[src/rtl/dist_seq_pkg.sv]
// rtl/dist_seq_pkg.sv - shared states and address constants for the job sequencer
package dist_seq_pkg;

  typedef enum logic [2:0] {
    IDLE,
    LOAD,
    PRESET,
    LAUNCH,
    RUN,
    READ,
    REPORT
  } state_t;

  // Result bytes live big-endian at MIN_ADDR..MIN_ADDR+3 (min MSB, min LSB, max MSB, max LSB)
  localparam logic [7:0] MIN_ADDR     = 8'd66;
  localparam logic [7:0] MIN_LSB_ADDR = MIN_ADDR + 8'd1;
  localparam logic [7:0] MAX_ADDR     = MIN_ADDR + 8'd2;
  localparam logic [7:0] READ_LAST    = MAX_ADDR + 8'd1;
  localparam logic [7:0] CLR_END      = 8'd255;
  localparam logic [7:0] PRESET_MIN   = 8'hFF;
  localparam logic [7:0] PRESET_CLR   = 8'h00;
  localparam int         DONE_BLANK   = 2;

endpackage

[src/rtl/dist_seq_watchdog.sv]
// rtl/dist_seq_watchdog.sv - run-cycle counter with terminal-count flag
// Ports: clk, reset (sync, active-high), clear (zero count), enable (count this cycle),
//        count (cycles counted so far), expired (this enabled cycle is the TIMEOUT-th)
module dist_seq_watchdog #(
  parameter int TIMEOUT = 65535,
  localparam int W = $clog2(TIMEOUT + 1)
) (
  input  logic         clk,
  input  logic         reset,
  input  logic         clear,
  input  logic         enable,
  output logic [W-1:0] count,
  output logic         expired
);

  always_ff @(posedge clk) begin
    if (reset || clear) begin
      count <= '0;
    end else if (enable && (count != W'(TIMEOUT))) begin
      count <= count + 1'b1;
    end
  end

  // count holds the number of earlier enabled cycles, so the flag marks the TIMEOUT-th one
  assign expired = enable && (count == W'(TIMEOUT - 1));

endmodule

[src/rtl/dist_job_sequencer.sv]
// rtl/dist_job_sequencer.sv - loads operands, presets results, runs the distance core, returns min/max
// Ports: clk, reset (sync, active-high); in_valid/in_data/in_ready operand byte stream;
//        dm_own/dm_addr/dm_wr_en/dm_wr_data/dm_rd_data data_mem port (dm_own=1: sequencer owns);
//        core_start (1 = hold, 0 = run), core_done; res_valid/res_min/res_max/res_err/res_ready
//        result handshake; busy (not idle)
module dist_job_sequencer
  import dist_seq_pkg::*;
#(
  parameter int N_BYTES = 64,
  parameter int TIMEOUT = 65535
) (
  input  logic        clk,
  input  logic        reset,
  input  logic        in_valid,
  input  logic [7:0]  in_data,
  output logic        in_ready,
  output logic        dm_own,
  output logic [7:0]  dm_addr,
  output logic        dm_wr_en,
  output logic [7:0]  dm_wr_data,
  input  logic [7:0]  dm_rd_data,
  output logic        core_start,
  input  logic        core_done,
  output logic        res_valid,
  output logic [15:0] res_min,
  output logic [15:0] res_max,
  output logic        res_err,
  input  logic        res_ready,
  output logic        busy
);

  localparam int WD_W = $clog2(TIMEOUT + 1);

  state_t            state, state_n;
  logic [7:0]        idx;
  logic              accept;
  logic              done_ok;
  logic              wd_expired;
  logic [WD_W-1:0]   run_cnt;

  dist_seq_watchdog #(.TIMEOUT(TIMEOUT)) u_watchdog (
    .clk     (clk),
    .reset   (reset),
    .clear   (state != RUN),
    .enable  (state == RUN),
    .count   (run_cnt),
    .expired (wd_expired)
  );

  assign in_ready  = !reset && ((state == IDLE) || (state == LOAD));
  assign accept    = in_ready && in_valid;
  // The first RUN cycles may still see done left over from the previous job
  assign done_ok   = core_done && (run_cnt >= WD_W'(DONE_BLANK));
  assign res_valid = (state == REPORT);
  assign busy      = (state != IDLE);

  always_comb begin
    state_n    = state;
    dm_addr    = idx;
    dm_wr_en   = 1'b0;
    dm_wr_data = in_data;
    case (state)
      IDLE: begin
        dm_addr  = 8'd0;
        dm_wr_en = accept;
        if (accept) state_n = LOAD;
      end
      LOAD: begin
        dm_wr_en = accept;
        if (accept && (idx == 8'(N_BYTES - 1))) state_n = PRESET;
      end
      PRESET: begin
        dm_wr_en   = 1'b1;
        dm_wr_data = (idx <= MIN_LSB_ADDR) ? PRESET_MIN : PRESET_CLR;
        if (idx == CLR_END) state_n = LAUNCH;
      end
      LAUNCH: state_n = RUN;
      RUN: begin
        if (done_ok)         state_n = READ;
        else if (wd_expired) state_n = REPORT;
      end
      READ: begin
        if (idx == READ_LAST) state_n = REPORT;
      end
      REPORT: begin
        if (res_ready) state_n = IDLE;
      end
      default: state_n = IDLE;
    endcase
    // A reset cycle must never disturb memory, whatever state it interrupts
    if (reset) dm_wr_en = 1'b0;
  end

  always_ff @(posedge clk) begin
    if (reset) begin
      state      <= IDLE;
      idx        <= 8'd0;
      core_start <= 1'b1;
      dm_own     <= 1'b1;
      res_min    <= 16'hFFFF;
      res_max    <= 16'h0000;
      res_err    <= 1'b0;
    end else begin
      state      <= state_n;
      // Registered from next state so the core sees start/ownership one cycle after LAUNCH
      core_start <= (state_n != RUN);
      dm_own     <= (state_n != RUN);
      case (state)
        IDLE: begin
          if (accept) idx <= 8'd1;
        end
        LOAD: begin
          if (accept) begin
            // dm[64:65] belong to the core, so the preset pass starts at the result bytes
            if (idx == 8'(N_BYTES - 1)) idx <= MIN_ADDR;
            else                        idx <= idx + 8'd1;
          end
        end
        PRESET: begin
          if (idx != CLR_END) idx <= idx + 8'd1;
        end
        LAUNCH: begin
          idx     <= MIN_ADDR;
          res_min <= 16'hFFFF;
          res_max <= 16'h0000;
          res_err <= 1'b0;
        end
        RUN: begin
          if (!done_ok && wd_expired) res_err <= 1'b1;
        end
        READ: begin
          if (idx == MIN_ADDR)          res_min[15:8] <= dm_rd_data;
          else if (idx == MIN_LSB_ADDR) res_min[7:0]  <= dm_rd_data;
          else if (idx == MAX_ADDR)     res_max[15:8] <= dm_rd_data;
          else                          res_max[7:0]  <= dm_rd_data;
          idx <= idx + 8'd1;
        end
        REPORT: begin
          if (res_ready) idx <= 8'd0;
        end
        default: idx <= 8'd0;
      endcase
    end
  end

endmodule

[config.mk]
export PLATFORM = sky130hd
export DESIGN_NAME = dist_job_sequencer
export DESIGN_NICKNAME = d
export VERILOG_FILES = /design/src/rtl/dist_seq_pkg.sv /design/src/rtl/dist_seq_watchdog.sv /design/src/rtl/dist_job_sequencer.sv
export SDC_FILE = /design/constraint.sdc
export NUM_CORES = 1
export LEC_CHECK = 0
export ABC_AREA = 1
export CAP_MARGIN = 0
export CORE_ASPECT_RATIO = 0.9
export CORE_MARGIN = 3
export CORE_UTILIZATION = 45
export CTS_CLUSTER_SIZE = 28
export DETAILED_ROUTE_END_ITERATION = 12
export GPL_TIMING_DRIVEN = 0
export PLACE_DENSITY = 0.81
export SETUP_SLACK_MARGIN = 0.2
export SYNTH_ARGS = -nofsm -noshare
export SYNTH_HDL_FRONTEND = slang
export SYNTH_SLANG_ARGS = --single-unit
[constraint.sdc]
create_clock -name clk -period 2.99 [get_ports clk]
set_input_delay 0.7475 -clock clk [delete_from_list [all_inputs] [get_ports clk]]
set_output_delay 0.7475 -clock clk [all_outputs]
set_load 0.02 [all_outputs]
==> Word-level counts from Yosys, hierarchy flattened <==
Index checks and enable logic that the tools add are counted.
{ "totals": {"ff_bits": 61, "input_bits": 21, "out_inout_bits": 55, "wordCells": 94} }
{ "op_classes": {"add_sub_neg": 2, "order_cmp": 2, "eq_ne": 28, "muxes": 30, "bitwise_logic": 1, "n_reduce_logical": 22} }
{ "op_table": {"columns": ["op", "n"], "rows": [
  ["two-way mux 8 bit", 13],
  ["case mux 16 bit (2 select lines)", 2],
  ["case mux 8 bit (7 select lines)", 1],
  ["equality test 8 x 7 -> 1 bit (second input constant)", 4],
  ["two-way mux 16 bit", 2],
  ["two-way mux 3 bit", 7],
  ["case mux 3 bit (7 select lines)", 1],
  ["inequality test 2 bit (second input constant)", 10],
  ["adder 16 x 1 -> 16 bit (second input constant)", 1],
  ["equality test 16 bit (second input constant)", 1],
  ["greater-or-equal comparator 16 x 2 -> 1 bit (second input constant)", 1],
  ["inequality test 16 bit (second input constant)", 1],
  ["equality test 3 bit (second input constant)", 3],
  ["adder 8 x 1 -> 8 bit (second input constant)", 1],
  ["equality test 8 x 6 -> 1 bit (second input constant)", 1],
  ["equality test 8 bit (second input constant)", 1],
  ["<= comparator 8 x 7 -> 1 bit (second input constant)", 1],
  ["inequality test 8 bit (second input constant)", 1],
  ["AND reduction 4 bit", 2],
  ["logical AND 1 bit", 7],
  ["equality test 3 x 2 -> 1 bit (second input constant)", 2],
  ["inequality test 3 bit (second input constant)", 2],
  ["AND reduction 5 bit", 1],
  ["case mux 1 bit (2 select lines)", 2],
  ["other kinds (12)", 17]
]} }

==> Longest topological paths before layout <==
{ "logic_depth": {"ltp_word": 8, "mapped_depth": 11, "mapped_depth_nobuf": 11} }

==> Cells and area by module <==
A second synthesis with hierarchy kept.
{ "unflattened": {"cells_unflattened": 565, "area_unflattened_um2": 3638.5} }
{ "modules_own_cells": {"columns": ["module", "instances", "cells_each", "area_per_inst_um2", "seq_area_each_um2"], "rows": [
  ["dist_job_sequencer", 1, 407, 2607.5, 900.9],
  ["dist_seq_watchdog", 1, 158, 1031.0, 320.3]
]} }

==> Least setup slack after synthesis <==
No wires, ideal clock.
{ "synth_timing": {"kind": "input -> output", "start": "input port reset", "end": "output port dm_wr_en", "t_arrival_ns": 1.829, "required_ns": 2.243, "setup_slack_ns": 0.413, "cell_stages": 3, "path_buffers": 0, "cell_sequence": "nor3_1 -> nand2_1 -> a21oi_1"} }
{ "synth_between": {"elab_chain_cells": 5} }
{ "synth_lines": {"columns": ["element", "line_no", "source"], "rows": [
  ["from (decl)", "dist_job_sequencer.sv:13", "input logic reset,"],
  ["zero test 1 bit", "dist_job_sequencer.sv:50", "assign in_ready = !reset && ((state == IDLE) || (state == LOAD));"],
  ["logical AND 1 bit", "dist_job_sequencer.sv:50", null],
  ["logical AND 1 bit", "dist_job_sequencer.sv:51", "assign accept = in_ready && in_valid;"],
  ["case mux 1 bit (2 select lines)", "dist_job_sequencer.sv:62", "case (state)"],
  ["two-way mux 1 bit *", "dist_job_sequencer.sv:91", "if (reset) dm_wr_en = 1'b0;"],
  ["to (decl)", "dist_job_sequencer.sv:19", "output logic dm_wr_en,"]
]} }
Mark *: on every way between the ends. The rest lies on a longest branch, timed or not.

==> Final worst setup path <==
Same ends and word-level chain as after synthesis.

==> summary.md <==
| Metric | Value |
|---|---|
| Worst Hold Path Cells | 2 |
| FF+latch area | 1220 um^2 |
| Cell Count Post-Placement | 722 |
| Min Hold Slack | around 470 ps |
| Netlist cell types | 26 |
| Cell taking the most area after synthesis | dfxtp_1 |
| Drt initial violations | 187 |
| Initial Util | 0.472 |
| Via Count | between 3,000 and 4,000 |
| CTS Buf Count | 9 |
| Share of cells above drive strength 1 | 0.0761 |
| Vias in the first global route | 3,396 |
| Post-synthesis cell count | 554 |
| Clock share of power | 0.402 |
| Reg-to-reg slack, setup | 1140 ps |
| Synthesized net count | 581 |
| PnR worst setup slack | 244 ps |
| First-pass GRT wire length | about 15 mm |
| Setup crit start kind | input pin |
| Latest clock arrival within the worst-skew pair | 330 ps |
| Row count | 29 |
| Clock Tree Buf Depth | 2 |
| P_sw | approximately 400 uW |
| Final setup viols | 0 |
| Synth area leaders | dfxtp_1 (36%), nand2_1 (20%), nor2_1 (11%) |
| Pin count of the biggest net entering global routing | 11 |
| Critical Path RT | ~2200 ps |
| Post-Syn Area | around 3400 um^2 |
| Unrepaired setup endpoints after global routing | true |
| Filler cells | approximately 670 |
| Max-Cap Viols | 0 |
| # IOs | 76 |
| Critical path fanouts, max | 4 |
| Synthesis-stage register bit count | 61 |
| Achievable clock frequency | 0.364 GHz |
| Switching share of power | 0.247 |
| Via density | ~5.1 |
| Drc violations | 0 |
| CP arrival | 2000 ps |
| Pwr/cell area | 356 nW/um^2 |
| Reg2Reg Depth | 8 |
| Slew Limit Fails | 0 |
| Post-DP Area | 4260 um^2 |
| Final Non-Filler Cells | roughly 740 |
| GRT overflow | 0 |
| Area Overhead vs Synth | 30.1% |
| Outcome | completed |
| Area of the multi-input gates | 1880 um^2 |
| Die extent in x | approximately 100 um |
| Hold violation count in the final report | 0 |
| IO buf count | 75 |
| Post-route ant nets | 0 |
| Critical path type | input pin to primary output |
| Net count, final | 667 |
| Full die area | between 8000 and 9000 um^2 |
| Clk slew on worst S/H paths | 60 ps |
| Logic pwr share | 0.076 |
| Core area | 7180 um^2 |
| Tightest Pin Transition | approximately 540 ps |
| Ant diodes | 0 |
| Router iterations before antenna repair | 5 |
| Gr usage total | 0.215 |
| Post-DP HPWL | slightly above 7 mm |
| Setup Skew | 4.31 ps |
| Chip height | 88.4 um |
| Relative slew margins | 0.634 |
| Peak VDD IR | 0.278 mV |
| Crit. End Element | primary output |
| H-tree levels | 3 |
| Root Buffer | clkbuf_8 |
| Synth warn | 0 |
| Tmin final | about 2700 ps |
| Tcrit/Tclk final | 0.918 |
| Cell Int Power | 1180 uW |
| Sequential area share after synthesis | 0.360 |
| Worst hold path type | flip-flop to flip-flop |
| Routed Wire Length | ~9.4 mm |
| Avg Cell Area, Syn | between 6 and 7 um^2 |
| Routability Congestion | 0.961 |
| Routed WL per cell | 12.7 um |
| Pleak | 0.00191 uW |
| Antenna violations before repair | 0 |
| Util after Layout | 0.615 |
| Clock sink count | 61 |
| Sequential power share | 0.522 |
| Synth top area share | 0.360 |
| Pre-CTS setup slack | -119 ps |
| Cell area after layout | ~4400 um^2 |
| CTS tree | done |
## state kept, by name, indices dropped and copies added, names as in the netlist
register	count
res_max	16
res_min	16
u_watchdog.count	16
idx	8
state	3
core_start	1
res_err	1
## power groups by stage
stage / combinational [uW] / clock [uW] / sequential, uW
5_1_grt: 129 / 684 / 820
3_3_place_gp: 122 / 0 / 837
6_report: 119 / 632 / 820
4_1_cts: 119 / 648 / 819
3_5_place_dp: 123 / 0 / 838
2_1_floorplan: 61.8 / 0 / 837
## placed cells by master, fill, tap and decap left out
| master | count |
|---|---|
| buf_2 | 6 |
| nand2_2 | 3 |
| clkdlybuf4s15_2 | 2 |
| a21oi_1 | 25 |
| clkinvlp_4 | 2 |
| dfxtp_2 | 1 |
| clkdlybuf4s15_1 | 1 |
| inv_1 | 48 |
| nor3_1 | 8 |
| dlygate4sd2_1 | 1 |
| dfxtp_1 | 60 |
| xor2_1 | 1 |
| nand3_2 | 3 |
| inv_2 | 2 |
| clkbuf_2 | 7 |
| ha_2 | 1 |
| nor3_2 | 1 |
| nor2_2 | 2 |
| or2_2 | 1 |
| nand4_1 | 7 |
| dlymetal6s2s_1 | 2 |
| xnor2_1 | 3 |
| o21bai_1 | 6 |
| ha_1 | 5 |
| clkdlybuf4s50_1 | 63 |
| o21ai_1 | 1 |
| clkbuf_1 | 6 |
| nand3_1 | 52 |
| clkinv_1 | 2 |
| nand2_1 | 183 |
| buf_6 | 2 |
| clkinv_2 | 2 |
| o21a_1 | 2 |
| clkbuf_8 | 10 |
| nor2_1 | 102 |
| o211ai_1 | 1 |
| o21ai_0 | 16 |
| buf_4 | 4 |
## cells in the mapped netlist (all sizes together)
cell type  count
o21ai         17
or2            1
o211ai         1
buf           12
inv           50
o21bai         6
nand3         55
a21oi         25
nand2        186
o21a           2
clkinv         2
ha             6
xnor2          3
nand4          7
nor2         104
xor2           1
clkbuf         6
dfxtp         61
nor3           9
## worst paths after layout
path | from | endpoint
hold / removal | res_err | res_err
setup / recovery | reset | dm_wr_en
setup reg to reg | state[2] | u_watchdog.count[11]
hold reg to reg | res_err | res_err
## worst max-delay path, stage by stage
cell             delay, ps
clkdlybuf4s50_1        460
nor3_1                 240
nand2_1                120
a21oi_1                150
clkdlybuf4s15_2        280
## final cells by class
cell class | count | share of cell area
inverters | 52 | 0.0442
plain buffers | 18 | 0.0241
clock inverters | 4 | 0.00567
flip-flops and latches | 61 | 0.277
multi-input cells | 423 | 0.426
well taps | 93 | 0.0264
clock buffers | 11 | 0.0320
repair buffers | 75 | 0.165
## through the flow
stage | TNS [ps] | power, uW
CTS | 0 | 1590
global route | 0 | 1630
global placement | -112 | 959
detailed placement | -119 | 960
floorplan | 0 | 899
finish | 0 | 1570
## kinds of logic after synthesis
| family | after synthesis | share of synthesized area |
|---|---|---|
| xor+xnor | 4 | 0.0103 |
| buf+inv | 70 | 0.0885 |
| fa+ha+maj | 6 | 0.0221 |
| compound gates | 51 | 0.0819 |
| simple gates | 362 | 0.437 |
| flops | 61 | 0.360 |
## metal layers
metal | part of all wire | track usage | wire length (um) | vias to the layer above
met5 | 0 | 0 | 0 | -
met2 | 0.49 | 0.378 | 4540 | 124
met3 | 0.063 | 0.0465 | 588 | 19
met1 | 0.43 | 0.269 | 4060 | 1671
met4 | 0.017 | 0.0654 | 155 | 0
li1 | - | - | - | 1917
## repair_timing
action | CTS | global route
gates cloned | 0 | 0
gates resized for setup | 21 | 13
hold buffers | 0 | 0
setup endpoints to repair | 10 | 15
setup buffers | 0 | 0
Note: power is estimated with default switching activity, not from simulation.
